===== src/rtl/mem_arb_pkg.sv =====
// rtl/mem_arb_pkg.sv - shared widths, state and owner encodings for mem_arbiter
package mem_arb_pkg;

  localparam int ADDR_W = 17;
  localparam int DATA_W = 32;
  localparam int WAIT_W = 4;

  // Big-endian bit numbering to match the CPUX/IOP buses.
  typedef logic [32-ADDR_W:31] addr_t;
  typedef logic [0:DATA_W-1]   data_t;

  typedef enum logic [1:0] {
    IDLE   = 2'd0,
    ACCESS = 2'd1,
    ACK    = 2'd2
  } state_t;

  typedef enum logic {
    OWN_CPU = 1'b0,
    OWN_IOP = 1'b1
  } owner_t;

endpackage


===== src/rtl/mem_arbiter_if.sv =====
// rtl/mem_arbiter_if.sv - CPU, IOP and RAM signal bundle around mem_arbiter
interface mem_arbiter_if;
  import mem_arb_pkg::*;

  logic  cpu_req;
  logic  cpu_we;
  addr_t cpu_addr;
  data_t cpu_wdata;
  data_t cpu_rdata;
  logic  cpu_ack;

  logic  iop_req;
  logic  iop_we;
  addr_t iop_addr;
  data_t iop_wdata;
  data_t iop_rdata;
  logic  iop_ack;

  addr_t mem_addr;
  logic  mem_we;
  data_t mem_wdata;
  data_t mem_rdata;
  logic  grant_iop;

  // master: the requesters plus the RAM; slave: the arbiter itself.
  modport master (
    output cpu_req, cpu_we, cpu_addr, cpu_wdata,
    input  cpu_rdata, cpu_ack,
    output iop_req, iop_we, iop_addr, iop_wdata,
    input  iop_rdata, iop_ack,
    input  mem_addr, mem_we, mem_wdata, grant_iop,
    output mem_rdata
  );

  modport slave (
    input  cpu_req, cpu_we, cpu_addr, cpu_wdata,
    output cpu_rdata, cpu_ack,
    input  iop_req, iop_we, iop_addr, iop_wdata,
    output iop_rdata, iop_ack,
    output mem_addr, mem_we, mem_wdata, grant_iop,
    input  mem_rdata
  );

endinterface


===== src/rtl/mem_arb_select.sv =====
// rtl/mem_arb_select.sv - owner pick; MEM_ARB_ROUND_ROBIN_EN selects round-robin, else IOP wins ties
module mem_arb_select
  import mem_arb_pkg::*;
(
  input  logic   cpu_req,
  input  logic   iop_req,
`ifdef MEM_ARB_ROUND_ROBIN_EN
  input  owner_t rr_last,
`endif
  output owner_t owner
);

  always_comb begin
    owner = OWN_CPU;
    if (cpu_req && iop_req) begin
`ifdef MEM_ARB_ROUND_ROBIN_EN
      owner = (rr_last == OWN_CPU) ? OWN_IOP : OWN_CPU;
`else
      owner = OWN_IOP;
`endif
    end else if (iop_req) begin
      owner = OWN_IOP;
    end
  end

endmodule


===== src/rtl/mem_arbiter.sv =====
// rtl/mem_arbiter.sv - CPU/IOP arbiter for the single-port main RAM; MEM_ARB_ROUND_ROBIN_EN enables round-robin ties
module mem_arbiter
  import mem_arb_pkg::*;
#(
  parameter int    WAIT_STATES = 0,
  parameter addr_t ADDR_MASK   = 17'h1ffff
)
(
  input  logic          clock,
  input  logic          reset,
  mem_arbiter_if.slave  bus
);

  localparam logic [WAIT_W-1:0] WAIT_INIT = WAIT_W'(WAIT_STATES);

  state_t            state;
  owner_t            owner;
  owner_t            pick;
  logic              owner_we;
  logic [WAIT_W-1:0] count;
  logic              any_req;
  logic              pick_we;
  addr_t             pick_addr;
  data_t             pick_wdata;

  assign any_req    = bus.cpu_req | bus.iop_req;
  assign pick_we    = (pick == OWN_IOP) ? bus.iop_we    : bus.cpu_we;
  assign pick_addr  = (pick == OWN_IOP) ? bus.iop_addr  : bus.cpu_addr;
  assign pick_wdata = (pick == OWN_IOP) ? bus.iop_wdata : bus.cpu_wdata;

`ifdef MEM_ARB_ROUND_ROBIN_EN
  owner_t rr_last;

  // Reset as if the IOP was granted last so the CPU wins the first tie.
  always_ff @(posedge clock) begin
    if (!reset) begin
      rr_last <= OWN_IOP;
    end else if (state == IDLE && any_req) begin
      rr_last <= pick;
    end
  end

  mem_arb_select u_select (
    .cpu_req (bus.cpu_req),
    .iop_req (bus.iop_req),
    .rr_last (rr_last),
    .owner   (pick)
  );
`else
  mem_arb_select u_select (
    .cpu_req (bus.cpu_req),
    .iop_req (bus.iop_req),
    .owner   (pick)
  );
`endif

  always_ff @(posedge clock) begin
    if (!reset) begin
      state         <= IDLE;
      owner         <= OWN_CPU;
      owner_we      <= 1'b0;
      count         <= '0;
      bus.mem_addr  <= '0;
      bus.mem_we    <= 1'b0;
      bus.mem_wdata <= '0;
      bus.cpu_rdata <= '0;
      bus.iop_rdata <= '0;
      bus.cpu_ack   <= 1'b0;
      bus.iop_ack   <= 1'b0;
      bus.grant_iop <= 1'b0;
    end else begin
      case (state)
        IDLE: begin
          bus.mem_we <= 1'b0;
          if (any_req) begin
            owner         <= pick;
            owner_we      <= pick_we;
            count         <= WAIT_INIT;
            bus.mem_addr  <= pick_addr & ADDR_MASK;
            bus.mem_wdata <= pick_wdata;
            // mem_we is registered, so raise it on entry to the last ACCESS cycle.
            bus.mem_we    <= pick_we && (WAIT_INIT == '0);
            bus.grant_iop <= (pick == OWN_IOP);
            state         <= ACCESS;
          end
        end
        ACCESS: begin
          if (count != '0) begin
            count      <= count - WAIT_W'(1);
            bus.mem_we <= owner_we && (count == WAIT_W'(1));
          end else begin
            bus.mem_we <= 1'b0;
            if (owner == OWN_IOP) begin
              bus.iop_ack <= 1'b1;
              if (!owner_we) bus.iop_rdata <= bus.mem_rdata;
            end else begin
              bus.cpu_ack <= 1'b1;
              if (!owner_we) bus.cpu_rdata <= bus.mem_rdata;
            end
            state <= ACK;
          end
        end
        ACK: begin
          bus.cpu_ack   <= 1'b0;
          bus.iop_ack   <= 1'b0;
          bus.grant_iop <= 1'b0;
          state         <= IDLE;
        end
        default: state <= IDLE;
      endcase
    end
  end

endmodule


===== src/flat_wrapper.sv =====
// flat-port wrapper written by rule: the top's interface ports become plain ports
module mem_arbiter_flat import mem_arb_pkg::*;
#(
  parameter int    WAIT_STATES = 0,
  parameter addr_t ADDR_MASK   = 17'h1ffff
)
  (clock, reset, bus_cpu_req, bus_cpu_we, bus_cpu_addr, bus_cpu_wdata, bus_cpu_rdata, bus_cpu_ack, bus_iop_req, bus_iop_we, bus_iop_addr, bus_iop_wdata, bus_iop_rdata, bus_iop_ack, bus_mem_addr, bus_mem_we, bus_mem_wdata, bus_grant_iop, bus_mem_rdata);
  mem_arbiter_if bus_i ();
  input  logic clock;
  input  logic reset;
  input wire logic [$bits(bus_i.cpu_req)-1:0] bus_cpu_req;
  input wire logic [$bits(bus_i.cpu_we)-1:0] bus_cpu_we;
  input wire logic [$bits(bus_i.cpu_addr)-1:0] bus_cpu_addr;
  input wire logic [$bits(bus_i.cpu_wdata)-1:0] bus_cpu_wdata;
  output wire logic [$bits(bus_i.cpu_rdata)-1:0] bus_cpu_rdata;
  output wire logic [$bits(bus_i.cpu_ack)-1:0] bus_cpu_ack;
  input wire logic [$bits(bus_i.iop_req)-1:0] bus_iop_req;
  input wire logic [$bits(bus_i.iop_we)-1:0] bus_iop_we;
  input wire logic [$bits(bus_i.iop_addr)-1:0] bus_iop_addr;
  input wire logic [$bits(bus_i.iop_wdata)-1:0] bus_iop_wdata;
  output wire logic [$bits(bus_i.iop_rdata)-1:0] bus_iop_rdata;
  output wire logic [$bits(bus_i.iop_ack)-1:0] bus_iop_ack;
  output wire logic [$bits(bus_i.mem_addr)-1:0] bus_mem_addr;
  output wire logic [$bits(bus_i.mem_we)-1:0] bus_mem_we;
  output wire logic [$bits(bus_i.mem_wdata)-1:0] bus_mem_wdata;
  output wire logic [$bits(bus_i.grant_iop)-1:0] bus_grant_iop;
  input wire logic [$bits(bus_i.mem_rdata)-1:0] bus_mem_rdata;
  assign bus_i.cpu_req = bus_cpu_req;
  assign bus_i.cpu_we = bus_cpu_we;
  assign bus_i.cpu_addr = bus_cpu_addr;
  assign bus_i.cpu_wdata = bus_cpu_wdata;
  assign bus_cpu_rdata = bus_i.cpu_rdata;
  assign bus_cpu_ack = bus_i.cpu_ack;
  assign bus_i.iop_req = bus_iop_req;
  assign bus_i.iop_we = bus_iop_we;
  assign bus_i.iop_addr = bus_iop_addr;
  assign bus_i.iop_wdata = bus_iop_wdata;
  assign bus_iop_rdata = bus_i.iop_rdata;
  assign bus_iop_ack = bus_i.iop_ack;
  assign bus_mem_addr = bus_i.mem_addr;
  assign bus_mem_we = bus_i.mem_we;
  assign bus_mem_wdata = bus_i.mem_wdata;
  assign bus_grant_iop = bus_i.grant_iop;
  assign bus_i.mem_rdata = bus_mem_rdata;
  mem_arbiter #(.WAIT_STATES(WAIT_STATES), .ADDR_MASK(ADDR_MASK)) u_core (.clock(clock), .reset(reset), .bus(bus_i));
endmodule

===== config.mk =====
export PLATFORM = sky130hd
export DESIGN_NAME = mem_arbiter_flat
export DESIGN_NICKNAME = d
export VERILOG_FILES = /design/src/rtl/mem_arb_pkg.sv /design/src/rtl/mem_arbiter_if.sv /design/src/rtl/mem_arb_select.sv /design/src/rtl/mem_arbiter.sv /design/src/flat_wrapper.sv
export SDC_FILE = /design/constraint.sdc
export NUM_CORES = 1
export LEC_CHECK = 0
export ABC_AREA = 1
export BUFFER_PORTS_ARGS = -buffer_cell sky130_fd_sc_hd__buf_2
export CORE_MARGIN = 3
export CORE_UTILIZATION = 41
export CTS_CLUSTER_DIAMETER = 100
export CTS_CLUSTER_SIZE = 40
export DETAILED_ROUTE_END_ITERATION = 10
export PLACE_DENSITY = 0.82
export RECOVER_POWER = 25
export SLEW_MARGIN = 0
export SYNTH_ARGS = -nofsm -noshare
export SYNTH_HDL_FRONTEND = slang
export SYNTH_SLANG_ARGS = --single-unit

===== constraint.sdc =====
create_clock -name clock -period 1.4 [get_ports clock]
set_input_delay 0.28 -clock clock [delete_from_list [all_inputs] [get_ports clock]]
set_output_delay 0.28 -clock clock [all_outputs]
set_load 0.01 [all_outputs]

==> impl_metrics.py, run 1 <==
metrics = {
    "sta": {
        "max_slew_margin_pct": 74.8,
        "finalHoldWorstSlack_ns": 0.116,
        "worst_skew_ns": 0.00380,
        "timing.final.crit_share_pct": 104,
        "report.final.hold_viol_count": 0,
        "report.final.slew_viol_count": 0,
        "setup_viol": 2,
        "max_freq_mhz": 684,
        "worst_margin_slew_ns": 0.377,
        "fin_setup_tns_ns": -0.0663,
        "finalWorstSetupSlack_ns": -0.0613,
        "finalCriticalPeriod_ns": 1.46,
        "setup_repair_after_global_routing_missed_its_margin": "yes",
    },
    "final_layout": {
        "stdcell_area_mm2": 0.00768,
        "multi_input_comb_area_mm2": 0.00241,
        "layoutNonFillerInstCount": 1182,
        "area_growth_syn_to_layout_pct": 51.4,
        "regArea_mm2": 0.00250,
        "final_core_util_pct": 65.3,
        "fraction_of_final_layout_cells_sized_beyond_drive_strength_1_pct": 36.7,
        "final_nets": 1145,
        "antenna-diode-count": 0,
        "filler_cell_count": 1032,
    },
    "floorplan": {
        "die_area_mm2": 0.0137,
        "floorplan.io_pins": 253,
        "std_cell_core_area_mm2": 0.0118,
        "initial_core_util_pct": 43.1,
        "die_height_um": 117,
        "die_w_um": 117,
        "core.rowCount": 39,
    },
    "status": {
        "violations": "negative setup slack",
        "run_status": "finished, violations left",
    },
    "yosys": {
        "synth.cells.most_frequent": "nor2_1, nand2_1, dfxtp_1",
        "synth_seq_area_share_pct": 49.3,
        "synth_most_common_cell": "nor2_1",
        "ys_ff_latch": 125,
        "post_synth.cell_area_avg_um2": 6.96,
        "synth_area_leaders": "dfxtp_1, nor2_1, nand2_1",
        "yosysWarnings": 0,
        "syn_nets": 868,
        "synth_cells": 729,
        "synth-main-ff-cell": "dfxtp_1",
        "yosys.area.top_type_share_pct": 49.3,
        "syn_area_mm2": 0.00507,
        "ys_types": 22,
        "share_of_flip_flops_with_an_asynchronous_set_or_reset_pct": 0,
        "synth-edff-count": 0,
        "cell_type_with_the_highest_aggregate_area_in_the_netlist": "dfxtp_1",
    },
    "grt": {
        "antenna_found_initial": 0,
        "groute.usage.overall_pct": 20.5,
        "via_count_of_the_first_global_routing_pass": 4918,
        "global_route_wire_length_before_repair_um": 22300,
        "grt_start_max_net_pins": 73,
        "total_grt_overflow": 0,
    },
    "clock_tree": {
        "clk_pin_slew_ns": 0.05,
        "cts_buffers": 17,
        "numClockSinks": 125,
        "clock_path_buffers": 2,
        "tritoncts": "done",
        "clkLatencyLatePin_ns": 0.41,
        "root_buffer": "clkbuf_16",
        "cts_max_level": 4,
        "hold_buffers": 0,
    },
    "setup_path": {
        "setup_slack_of_the_most_critical_reg_to_reg_path_ns": -0.06,
        "worstSetupPathType": "register to register",
        "critical-path-slowest-cell": "dfxtp_2",
        "cp_data_required_time_ns": 1.69,
        "timing.critical_path.arrival_ns": 1.76,
        "startpoint_type": "register",
        "timing.critical_path.fanout_max": 8,
        "cp_slowest_stage_delay_ns": 0.32,
        "end_kind": "register",
        "critical_path.cell_chain": "inv_2 -> ha_4 -> nand2_4 -> inv_6 -> nand3_4 -> clkbuf_16 -> o21ai_0 -> nor2_1",
    },
    "routing": {
        "drt_pass1_iterations": 5,
        "detailroute.via_count": 5574,
        "routed_wl_um": 15800,
        "drcViolationCount": 0,
        "ant_nets": 0,
        "routed_via_density": 4.72,
        "wl_per_cell_um": 13.4,
        "drtIter0Drc": 433,
    },
    "placement": {
        "place_congestion": 0.820,
        "dpl-instance-area_mm2": 0.00670,
        "hpwl_um": 10800,
        "post-place-cells": 1136,
        "count_of_input_and_output_buffers": 252,
    },
    "pwr": {
        "static-leakage-power_nw": 3.96,
        "max-vdd-ir-drop_v": 0.000764,
        "power_density_mw_per_mm2": 1710,
    },
    "min_path": {
        "min_path_type": "primary input to register",
    },
    "job": {
        "drv.max_cap_violation_count": 0,
    },
}
final cells by class:
class	count	share of cell area, %
clock buffer	24	6.40
clock inverter	7	1.43
inverter	16	0.977
multi-input combinational	544	31.3
sequential	125	32.6
tap	164	2.67
timing repair buffer	302	24.6
state kept, by name (all words and copies together) (netlist names), 2 cells and up:
| register | flops |
|---|---|
| u_core.state | 2 |
| u_core.bus.mem_addr | 17 |
| u_core.bus.iop_rdata | 32 |
| u_core.bus.mem_wdata | 32 |
| u_core.bus.cpu_rdata | 32 |
| u_core.count | 4 |
cell families (layout without fill, tap and decap cells):
logic type                 after synthesis  count (layout)  share of synthesized area, %
AOI/OAI and AO/OA                      124             124                          12.3
adders and majority gates                3               3                         0.740
buffers and inverters                   62             349                          5.70
DFF                                    125             125                          49.3
and+or+nand+nor                        415             417                          31.9
what timing repair did:
| item | CTS | global route |
|---|---|---|
| pin swaps | 0 | 15 |
| gates cloned | 0 | 10 |
| endpoints found under the setup margin | 28 | 84 |
| resized for setup | 3 | 94 |
| setup buffers | 0 | 5 |
| hold endpoints to repair | 0 | 0 |
layout by cell type, fill, tap and decap left out, types with 8 or more instances in the layout:
cell type  synthesis  routed
o21ai_1            1      45
nor2_1           231     226
buf_12             0       9
buf_2              9     252
dfxtp_1          125     123
nor2_2            10      11
nand2_1          163     161
buf_4              6      29
inv_1             11       8
o21ai_2            0       9
clkbuf_16          0      23
o21ai_0          118      65
report_power, final:
group          total (mW)  internal (mW)  switching, mW
Clock                4.43           2.96           1.47
Sequential           4.58           4.23          0.348
Combinational        4.12           1.84           2.28
metrics by stage:
| step | power (mW) | setup slack (ns) |
|---|---|---|
| 2_1_floorplan | 6.57 | 0.0827 |
| 3_3_place_gp | 8.02 | 0.00459 |
| 3_5_place_dp | 8.10 | -0.0547 |
| 4_1_cts | 12.6 | 0.0103 |
| 5_1_grt | 13.9 | -0.199 |
| 6_report | 13.1 | -0.0613 |
per-layer routing:
metal  wire (µm)  part of all wire (%)  vias up  global-route usage (%)
li1            -                     -     2848                       -
met1        5940                    38     2436                    21.9
met2        7880                    50      254                    36.4
met3        1550                   9.8       36                    6.43
met4         451                   2.9        0                    9.94
met5           0                     0        -                       0
critical path, delay by kind of cell (launching register included):
family | cells | cell delay [ns]
AOI/OAI and AO/OA | 1 | 0.23
DFF | 1 | 0.32
buffers and inverters | 3 | 0.37
and+or+nand+nor | 3 | 0.29
adders and majority gates | 1 | 0.14
path summary, 6_finish.rpt:
check                                               from                        to  cells after the start
worst max-delay path                     u_core.count[0]  u_core.bus.iop_rdata[12]                      8
worst min-delay path                   bus_mem_rdata[24]  u_core.bus.cpu_rdata[24]                      3
worst max register to register           u_core.count[0]  u_core.bus.iop_rdata[12]                      8
worst min register to register  u_core.bus.cpu_rdata[16]  u_core.bus.cpu_rdata[16]                      2
Note: power is estimated with default switching activity, not from simulation.
==> run 2: changes to the inputs <==
Settings changed: CORE_UTILIZATION 41 to 42, CTS_CLUSTER_DIAMETER 100 to 120, SYNTH_HIERARCHICAL set to 1.
==> run 2 against run 1 <==
Against the previous run:
- the run still ends with negative setup slack left
- worst setup slack got worse by 0.018 ns
- sequential share of layout area fell by 1.2 points
- register-to-register slack got worse by 0.02 ns
- worst hold slack improved by 0.073 ns
- clock power fell by 13%
- area after synthesis rose by 6.8%
- total power fell by 7.0%
- global-route usage fell by 0.39 points
==> impl_metrics.py, run 2 <==
metrics = {
    "routing": {
        "routed_via_density": 4.59,
        "ant_nets": 0,
        "drtIter0Drc": 356,
        "drt_pass1_iterations": 5,
        "detailroute.via_count": 5800,
        "wl_per_cell_um": 12.9,
        "drcViolationCount": 0,
        "routed_wl_um": 16300,
    },
    "sta": {
        "report.final.slew_viol_count": 0,
        "finalHoldWorstSlack_ns": 0.190,
        "finalCriticalPeriod_ns": 1.48,
        "worst_skew_ns": 0.00889,
        "timing.final.crit_share_pct": 106,
        "setup_repair_after_global_routing_missed_its_margin": "yes",
        "max_freq_mhz": 676,
        "max_slew_margin_pct": 81.5,
        "report.final.hold_viol_count": 0,
        "setup_viol": 17,
        "fin_setup_tns_ns": -0.325,
        "worst_margin_slew_ns": 0.277,
        "finalWorstSetupSlack_ns": -0.0797,
    },
    "placement": {
        "post-place-cells": 1215,
        "dpl-instance-area_mm2": 0.00690,
        "count_of_input_and_output_buffers": 252,
        "hpwl_um": 10300,
        "placement.setup.worst_slack_ns": -0.0136,
        "place_congestion": 0.780,
    },
    "clock_tree": {
        "hold_buffers": 0,
        "clk_pin_slew_ns": 0.06,
        "tritoncts": "done",
        "cts_max_level": 4,
        "numClockSinks": 125,
        "clkLatencyLatePin_ns": 0.41,
        "clock_path_buffers": 2,
        "cts_buffers": 17,
        "root_buffer": "clkbuf_16",
    },
    "yosys": {
        "yosysWarnings": 6,
        "synth-edff-count": 0,
        "synth_most_common_cell": "nor2_1",
        "share_of_flip_flops_with_an_asynchronous_set_or_reset_pct": 0,
        "yosys.area.top_type_share_pct": 46.2,
        "synth_cells": 824,
        "synth_compound_area_share_pct": 9.77,
        "synth_top_family_by_area": "simple AND/OR/NAND/NOR gates",
        "cell_type_with_the_highest_aggregate_area_in_the_netlist": "dfxtp_1",
        "ys_ff_latch": 125,
        "synth_area_leaders": "dfxtp_1, nor2_1, nand2_1",
        "synth_simple_gate_area_share_pct": 32.3,
        "synth-adder-area-share_pct": 0.693,
        "post_synth.cell_area_avg_um2": 6.57,
        "syn_area_mm2": 0.00542,
        "syn_nets": 963,
        "synth-main-ff-cell": "dfxtp_1",
        "synth.area.mux_share_pct": 0,
        "synth_seq_area_share_pct": 46.2,
        "synth.cells.most_frequent": "nor2_1, nand2_1, dfxtp_1",
        "xor_and_xnor_area_share_after_synthesis_pct": 0,
        "ys_types": 21,
    },
    "job": {
        "drv.max_cap_violation_count": 0,
    },
    "grt": {
        "global_route_wire_length_before_repair_um": 23500,
        "groute.usage.overall_pct": 20.1,
        "antenna_found_initial": 0,
        "via_count_of_the_first_global_routing_pass": 5166,
        "total_grt_overflow": 0,
        "grt_start_max_net_pins": 60,
    },
    "setup_path": {
        "cp_slowest_stage_delay_ns": 0.32,
        "timing.critical_path.arrival_ns": 1.77,
        "critical-path-slowest-cell": "dfxtp_2",
        "worstSetupPathType": "register to register",
        "timing.critical_path.fanout_max": 9,
        "crit_path_start": "u_core/count[1]",
        "setup_slack_of_the_most_critical_reg_to_reg_path_ns": -0.08,
        "endpoint": "u_core/bus.cpu_rdata[22]",
        "worst_r2r_path_depth": 11,
        "critical_path.top_delay_family": "buffers and inverters",
        "cp_data_required_time_ns": 1.69,
        "worst_r2r_endpoint": "u_core/bus.cpu_rdata[22]",
        "startpoint_type": "register",
        "cp.buffers_inverters": 4,
        "worst_r2r_startpoint": "u_core/count[1]",
        "critical_path.cell_chain": "inv_2 -> ha_4 -> nand2_4 -> inv_2 -> nand2_2 -> nor2_4 -> buf_12 -> clkbuf_16 -> nand2_1 -> nand2_1 -> nor2_1",
        "crit_cells": 11,
        "end_kind": "register",
    },
    "final_layout": {
        "stdcell_area_mm2": 0.00798,
        "filler_cell_count": 1088,
        "antenna-diode-count": 0,
        "final_nets": 1222,
        "layoutNonFillerInstCount": 1264,
        "mostFrequentLayoutCells": "buf_2, nor2_1, nand2_1, dfxtp_1, inv_1",
        "fraction_of_final_layout_cells_sized_beyond_drive_strength_1_pct": 34.9,
        "final_core_util_pct": 64.8,
        "reg_top3": "u_core/bus.cpu_rdata x32, u_core/bus.iop_rdata x32, u_core/bus.mem_wdata x32",
        "area_growth_syn_to_layout_pct": 47.3,
        "mostFrequentLayoutCell": "buf_2",
    },
    "floorplan": {
        "std_cell_core_area_mm2": 0.0123,
        "die_area_mm2": 0.0143,
        "core.rowCount": 40,
        "floorplan.io_pins": 253,
        "die_height_um": 120,
        "initial_core_util_pct": 44.0,
        "die_w_um": 120,
    },
    "pwr": {
        "static-leakage-power_nw": 4.30,
        "finalPower_mw": 12.2,
        "power_density_mw_per_mm2": 1530,
        "max-vdd-ir-drop_v": 0.000764,
    },
    "min_path": {
        "min_path_type": "primary input to register",
    },
    "status": {
        "run_status": "finished, violations left",
        "violations": "negative setup slack",
    },
}
## run 2: routing by layer
layer  part of all wire (%)  wire [µm]  up-vias  track usage, %
li1                       -          -     2999               -
met2                     50       8130      258            34.7
met4                    2.4        398        0            8.45
met3                    8.0       1310       28            4.76
met5                      0          0        -               0
met1                     40       6460     2515            23.9
## run 2: layout make-up
type / instances / area [µm²] / share of cell area [%]
Inverter: 93 / 352 / 4.41
Sequential cell: 125 / 2500 / 31.4
Multi-Input combinational cell: 559 / 2510 / 31.5
Tap cell: 168 / 210 / 2.64
Clock buffer: 18 / 429 / 5.38
Clock inverter: 14 / 98.8 / 1.24
Timing Repair Buffer: 287 / 1870 / 23.5
## run 2: worst register-to-register path: cells and delay by family, from the launching register on
family,cells,cell delay [ns]
flops,1,0.32
buf+inv,4,0.46
simple gates,6,0.45
fa+ha+maj,1,0.14
## run 2: kinds of logic after synthesis
kind of cell | Yosys count
AO/OA/AOI/OAI | 105
adder cells (fa/ha/maj) | 3
buffers and inverters | 140
flip-flops | 125
AND/OR/NAND/NOR | 451
## run 2: report_power, final
group          leakage, nW  internal [mW]  switching (mW)
combinational         3.03           1.67            2.13
clock                0.240           2.25            1.62
sequential            1.03           4.19           0.354
## run 2: worst min path at each step
stage | start | endpoint | slack, ns | depth (start not counted)
4_1_cts | bus_mem_rdata[18] | u_core/bus.cpu_rdata[18] | 0.17 | 5
5_1_grt | bus_mem_rdata[29] | u_core/bus.iop_rdata[29] | 0.19 | 5
2_1_floorplan | u_core/owner | u_core/owner | 0.45 | 2
3_3_place_gp | u_core/bus.iop_rdata[31] | u_core/bus.iop_rdata[31] | 0.46 | 2
6_report | bus_mem_rdata[29] | u_core/bus.iop_rdata[29] | 0.19 | 5
3_5_place_dp | u_core/bus.cpu_ack | u_core/bus.cpu_ack | 0.47 | 2
## run 2: timing repair
item                       in CTS  in global routing
gates resized for setup         6                 85
gates cloned                    2                  9
pin swaps                       2                 18
setup endpoints to repair      26                119
buffers inserted                1                  5
